[src/rtl/arb_2req_if.sv]
// arb_2req_if: request/grant handshake between two masters and the arbiter
interface arb_2req_if;
  logic [1:0] request;
  logic [1:0] grant;
  modport master(output request, input grant);
  modport slave(input request, output grant);
endinterface

[src/rtl/arb_2req.sv]
// arb_2req: two-requester round-robin arbiter with MAX_HOLD forced rotation under contention.
// ARB_GRANT_GAP_EN inserts one idle grant cycle on every G0<->G1 switch.
module arb_2req #(
  parameter int MAX_HOLD = 4
) (
  input logic clk,
  input logic rst,
  arb_2req_if.slave bus
);
  localparam int HW = $clog2(MAX_HOLD + 1);
`ifdef ARB_GRANT_GAP_EN
  localparam bit GAP = 1'b1;
`else
  localparam bit GAP = 1'b0;
`endif
  typedef enum logic [1:0] {IDLE, G0, G1} state_t;
  state_t state, nxt, sw;
  logic last, cur, own, oth, expired;
  logic [HW-1:0] hold_cnt;
  always_comb begin
    cur = state == G1;
    own = bus.request[cur];
    oth = bus.request[!cur];
    expired = hold_cnt == HW'(MAX_HOLD - 1);
    sw = cur ? G0 : G1;
    nxt = state;
    if (state == IDLE)
      nxt = bus.request == 2'b00 ? IDLE :
            bus.request == 2'b11 ? (last ? G0 : G1) :
            bus.request[1] ? G1 : G0;
    else if (own && !(oth && expired))
      nxt = state;
    else
      nxt = oth ? (GAP ? IDLE : sw) : IDLE;
  end
  // hold_cnt restarts on any entry into a grant state, so a gap cycle is never counted
  always_ff @(posedge clk) begin
    if (rst) begin
      state <= IDLE;
      last <= 1'b1;
      hold_cnt <= '0;
      bus.grant <= 2'b00;
    end else begin
      state <= nxt;
      bus.grant <= {nxt == G1, nxt == G0};
      if (nxt != IDLE && nxt != state) begin
        last <= nxt == G1;
        hold_cnt <= '0;
      end else if (state != IDLE && hold_cnt != HW'(MAX_HOLD))
        hold_cnt <= hold_cnt + 1'b1;
    end
  end
endmodule

[src/flat_wrapper.sv]
// flat-port wrapper written by rule: the top's interface ports become plain ports
module arb_2req_flat 
#(
  parameter int MAX_HOLD = 4
)
  (clk, rst, bus_request, bus_grant);
  arb_2req_if bus_i ();
  input logic clk;
  input logic rst;
  input wire logic [$bits(bus_i.request)-1:0] bus_request;
  output wire logic [$bits(bus_i.grant)-1:0] bus_grant;
  assign bus_i.request = bus_request;
  assign bus_grant = bus_i.grant;
  arb_2req #(.MAX_HOLD(MAX_HOLD)) u_core (.clk(clk), .rst(rst), .bus(bus_i));
endmodule
[config.mk]
export PLATFORM = sky130hd
export DESIGN_NAME = arb_2req_flat
export DESIGN_NICKNAME = d
export VERILOG_FILES = /design/src/rtl/arb_2req_if.sv /design/src/rtl/arb_2req.sv /design/src/flat_wrapper.sv
export SDC_FILE = /design/constraint.sdc
export NUM_CORES = 1
export LEC_CHECK = 0
export CORE_AREA = 2 2 39 41
export DETAILED_ROUTE_END_ITERATION = 8
export DIE_AREA = 0 0 41 43
export HOLD_SLACK_MARGIN = 0.06
export PLACE_DENSITY = 0.58
export RECOVER_POWER = 100
export SYNTH_ARGS = -nofsm -noshare
export SYNTH_HDL_FRONTEND = slang
export SYNTH_SLANG_ARGS = --single-unit
[constraint.sdc]
create_clock -name clk -period 2.1 [get_ports clk]
set_input_delay 0.63 -clock clk [delete_from_list [all_inputs] [get_ports clk]]
set_output_delay 0.63 -clock clk [all_outputs]
set_load 0.03 [all_outputs]
; ---- Yosys cells after proc, flatten, opt, wreduce, memory -nomap -nowiden
; Cells that the tools add are included.
[totals]
out_inout_bits = 2
inputBits = 4
romBits = 0
latchBits = 0
elab_cells = 37
register_bits = 8
ramBits = 0
mem_count = 0
[op_classes]
n_shift = 0
div = 0
n_eq_ne = 7
n_mul = 0
bitwise_logic = 0
n_lt_le_gt_ge = 2
reduce_logical = 11
n_mux = 12
add_sub_neg = 1
[op_table]
columns = operator, n
row1 = $mux 2, 8
row2 = $eq 2x2->1 const B, 3
row3 = $logic_and 1x1->1, 4
row4 = $logic_not 2->1, 2
row5 = $lt 1x2->1 const B, 2
row6 = $mux 1, 4
row7 = $reduce_bool 2->1, 2
row8 = $add 3x1->3 const B, 1
row9 = $eq 3x2->1 const B, 1
row10 = $ne 3x3->1 const B, 1
row11 = $eq 2x1->1 const B, 1
row12 = $logic_not 1->1, 2
row13 = $ne 2x2->1, 1
row14 = $reduce_or 2->1, 1

; ---- Longest topological paths before layout
[logic_depth]
depth_word = 12
mapped_depth = 5

; ---- Worst setup path after synthesis
; Ideal clock, no wire load.
[synth_path]
kind = register -> register
start = register u_core.hold_cnt[0]
end = register u_core.bus.grant[1]
setup_ns = 0.070
stages_incl_launch_ff = 6
arrival_ns = 1.440
path_slack_ns = 0.590
path_buffers = 0
period_less_slack_ns = 1.510
path_cell_list = dfxtp_1 ha_1 ha_1 mux2_4 o311ai_2 a21boi_1
[synth_via]
elab_chain_len = 7
[synth_rtl]
columns = item, line
row1 = start: declaration, arb_2req.sv:19  ; logic [HW-1:0] hold_cnt;
row2 = start signal: assignment, arb_2req.sv:50  ; hold_cnt <= hold_cnt + 1'b1;
row3 = $eq 3x2->1, arb_2req.sv:24  ; expired = hold_cnt == HW'(MAX_HOLD - 1);
row4 = $logic_and 1x1->1, arb_2req.sv:31  ; else if (own && !(oth && expired))
row5 = $logic_not 1->1, arb_2req.sv:31
row6 = $logic_and 1x1->1, arb_2req.sv:31
row7 = $mux 2, arb_2req.sv:31
row8 = $mux 2, arb_2req.sv:27  ; if (state == IDLE)
row9 = $eq 2x2->1, arb_2req.sv:45  ; bus.grant <= {nxt == G1, nxt == G0};
row10 = end signal: assignment, arb_2req.sv:45
row11 = end: declaration, arb_2req_if.sv:6  ; modport slave(input request, output grant);
; Every way passes these cells.
; A chain may end at the register's enable or synchronous reset.

; ---- Worst setup path in the final report
[layout_path]
start = register u_core.bus.grant[1]
end = output port bus_grant[1]
[layout_lines]
columns = item, line
row1 = end: declaration, flat_wrapper.sv:11  ; output wire logic [$bits(bus_i.grant)-1:0] bus_grant;
; No word-level cell between the ends.

==> results.toml <==
[hold_path]
min_path_cells = 2
min_from = "u_core.hold_cnt[2]$_SDFFE_PP0P_"
hold_end = "u_core.hold_cnt[2]$_SDFFE_PP0P_"
hold_class = "flop to flop"

[pwr]
clkPwrFrac_pct = 32.9
power_frac_comb_pct = 17.7
peakVddDrop_uv = 383
pwr-share-seq_pct = 49.3
p_switching_uw = 91.3
swShare_pct = 26.2
p_leak_uw = 0.000218
intPower_uw = 257
p_per_area_nw_per_um2 = 629

[cells_and_area]
fin_nets = 67
n_antenna_cell = 0
fin_cells = 74
syn2layout_area_growth_pct = 11.6
drive_gt1_share_pct = 12.1
regArea_um2 = 160
multi_input_area_um2 = 274
nFillCells = 147

[clocking]
htreeDepth = 1
postCtsResizedCells = 0
cts_setup_buffers = 0
clk_pin_slew_ps = 50
cts_hold_buf = 0
cts_tree = "done"
numCtsBuffers = 3
cts-root-buf = "clkbuf_4"
clk_latency_ps = 250
cts_max_path_buffers = 2
cts_sinks = 8

[setup_path]
r2r-start = "u_core.hold_cnt[0]$_SDFFE_PP0P_"
worstReg2RegEnd = "u_core.bus.grant[0]$_SDFF_PP0_"
rr_worst_depth = 5
setup.worst_path.class = "flop to output pin"
cp.required_ps = 1470
cp.arrival_ps = 1290
crit_slowest_cell = "dlygate4sd3_1"
r2r_slack_ps = 430
cp_max_fo = 1
cp-end-kind = "output pin"
critical_path.top_delay_family = "buffers and inverters"
path_buf_inv = 1
critPathLaunchType = "flop"
slowest_delay_ps = 740
crit_chain = "dlygate4sd3_1"

[yosys]
yosysSeqAreaShare_pct = 32.3
synth.ff_latch_count = 8
synth_top_area_share_pct = 32.3
yosys.cell_types.count = 29
synth_edf_count = 0
ys.warnings.count = 0
syn_area_um2 = 495
synth_ff_type = "dfxtp_1"
syn_avg_cell_area_um2 = 9.72
yosys.cell_count.top_type = "dfxtp_1"
synth_top_cell_by_area = "dfxtp_1"
synth_nets = 58
async_flop_share_pct = 0
ys_top_cells_by_area = "dfxtp_1 (32%), ha_1 (7.6%), a2111oi_2 (6.1%)"
synthCells = 51
netlist_top_cells_count = "dfxtp_1 (8), inv_1 (7), ha_1 (3), nor2_1 (3)"

[grt]
grt_use_total_pct = 13.4
antenna_found_initial = 0
grt_pass1_wl_um = 1480
grt_max_degree = 13
overflow = 0
grt_pass1_vias = 358

[floorplanning]
die_h_um = 43
die-area_um2 = 1760
die-width_um = 41
core-area_um2 = 1380
top_level_ports = 6
initial_core_util_pct = 35.8
row_count = 14

[routing]
routedWlPerCell_um = 12.2
drc = 0
wl_um = 900
first_pass_iters = 3
drt_iter0_drc = 5
via_count = 376
final_antenna_net_count = 0
via_per_inst = 5.08

[timing]
fin_crit_sh_pct = 91.6
hold_ws_ps = 524
finalSetupViolations = 0
hold_violations = 0
max_freq_mhz = 520
max_slew.worst_pin.slew_ps = 374
fin_skew_ps = 0.680
fin_tns_setup_ps = 0
rsz0062_at_grt = "no"
relSlewSlack_pct = 74.5
slew_viol_final = 0
min_period_ps = 1920

[placement]
place_inst = 71
place.gp.congestion = 0.715
io_buffer_count = 5
dpl.hpwl_um = 668

[outcome]
status = "finished clean"

[flow_run]
maxCapViolations = 0
==> stage by stage <==
stage / total power [uW] / utilization, % / instance area (um^2) / worst slack (ps)
after floorplan: 223 / - / 495 / 590
after global placement: 245 / 40.1 / 554 / 155
after detailed placement: 245 / 40.1 / 554 / 130
after CTS: 364 / 41.7 / 577 / 233
after global routing: 373 / 40.0 / 553 / 128
final: 348 / 40.0 / 553 / 177
==> power groups by stage <==
stage,combinational [uW],clock [uW],sequential [uW]
final,61.7,115,172
after global routing,68.8,131,173
after CTS,69.6,121,172
after detailed placement,69.2,0,176
after global placement,69.0,0,176
after floorplan,48.9,0,174
==> registers in the layout, summed over array words and instances (netlist names) <==
signal / flops
u_core.bus.grant: 2
u_core.hold_cnt: 3
u_core.last: 1
u_core.state: 2
==> worst max path at each step <==
stage / slack (ps) / endpoint / from / depth (start not counted)
floorplan: 590 / u_core.bus.grant[1]$_SDFF_PP0_ / u_core.hold_cnt[0]$_SDFFE_PP0P_ / 5
global placement: 160 / u_core.bus.grant[1]$_SDFF_PP0_ / bus_request[1] / 4
detailed placement: 130 / u_core.bus.grant[1]$_SDFF_PP0_ / bus_request[1] / 4
CTS: 230 / bus_grant[1] / u_core.bus.grant[1]$_SDFF_PP0_ / 1
global route: 130 / bus_grant[1] / u_core.bus.grant[1]$_SDFF_PP0_ / 1
finish: 180 / bus_grant[1] / u_core.bus.grant[1]$_SDFF_PP0_ / 1
==> cell usage in the layout, fill, tap and decap left out, types with 2 or more instances in the layout <==
cell type,n
a2111oi_0,2
dfxtp_1,8
clkdlybuf4s50_1,2
inv_1,7
nand2_1,2
o311ai_1,2
clkbuf_4,3
dlygate4sd3_1,3
nand3_1,2
nor2_1,3
ha_1,3
nor4_2,2
==> per-layer routing <==
layer	wire length (um)	vias to the layer above	part of all wire [%]	global-route usage (%)
li1	-	200	-	-
met1	473	169	53	17.3
met2	387	7	43	16.6
met3	40	0	4.4	9.42
met4	0	0	0	6.00
met5	0	-	0	0
==> cell families after synthesis <==
logic type               Yosys count  share of synthesized area [%]
flip-flops                         8                           32.3
XOR/XNOR                           1                           1.77
buffers and inverters              8                           7.58
adder cells (fa/ha/maj)            3                           7.58
AND/OR/NAND/NOR                   16                           20.0
multiplexers                       2                           5.05
AO/OA/AOI/OAI                     13                           25.8
==> layout make-up <==
| type | instances | area share [%] |
|---|---|---|
| clock buffers | 3 | 4.07 |
| inverters | 7 | 4.75 |
| multi-input cells | 35 | 49.5 |
| flip-flops and latches | 8 | 29.0 |
| well taps | 16 | 3.62 |
| repair buffers | 5 | 9.05 |
==> worst reg2reg max path, cell delays in order (launching register included) <==
cell	delay, ps
dfxtp_1	330
ha_1	200
ha_1	250
mux2_4	280
o311ai_1	330
a2111oi_0	130
Power figures use the tool's default switching activity.
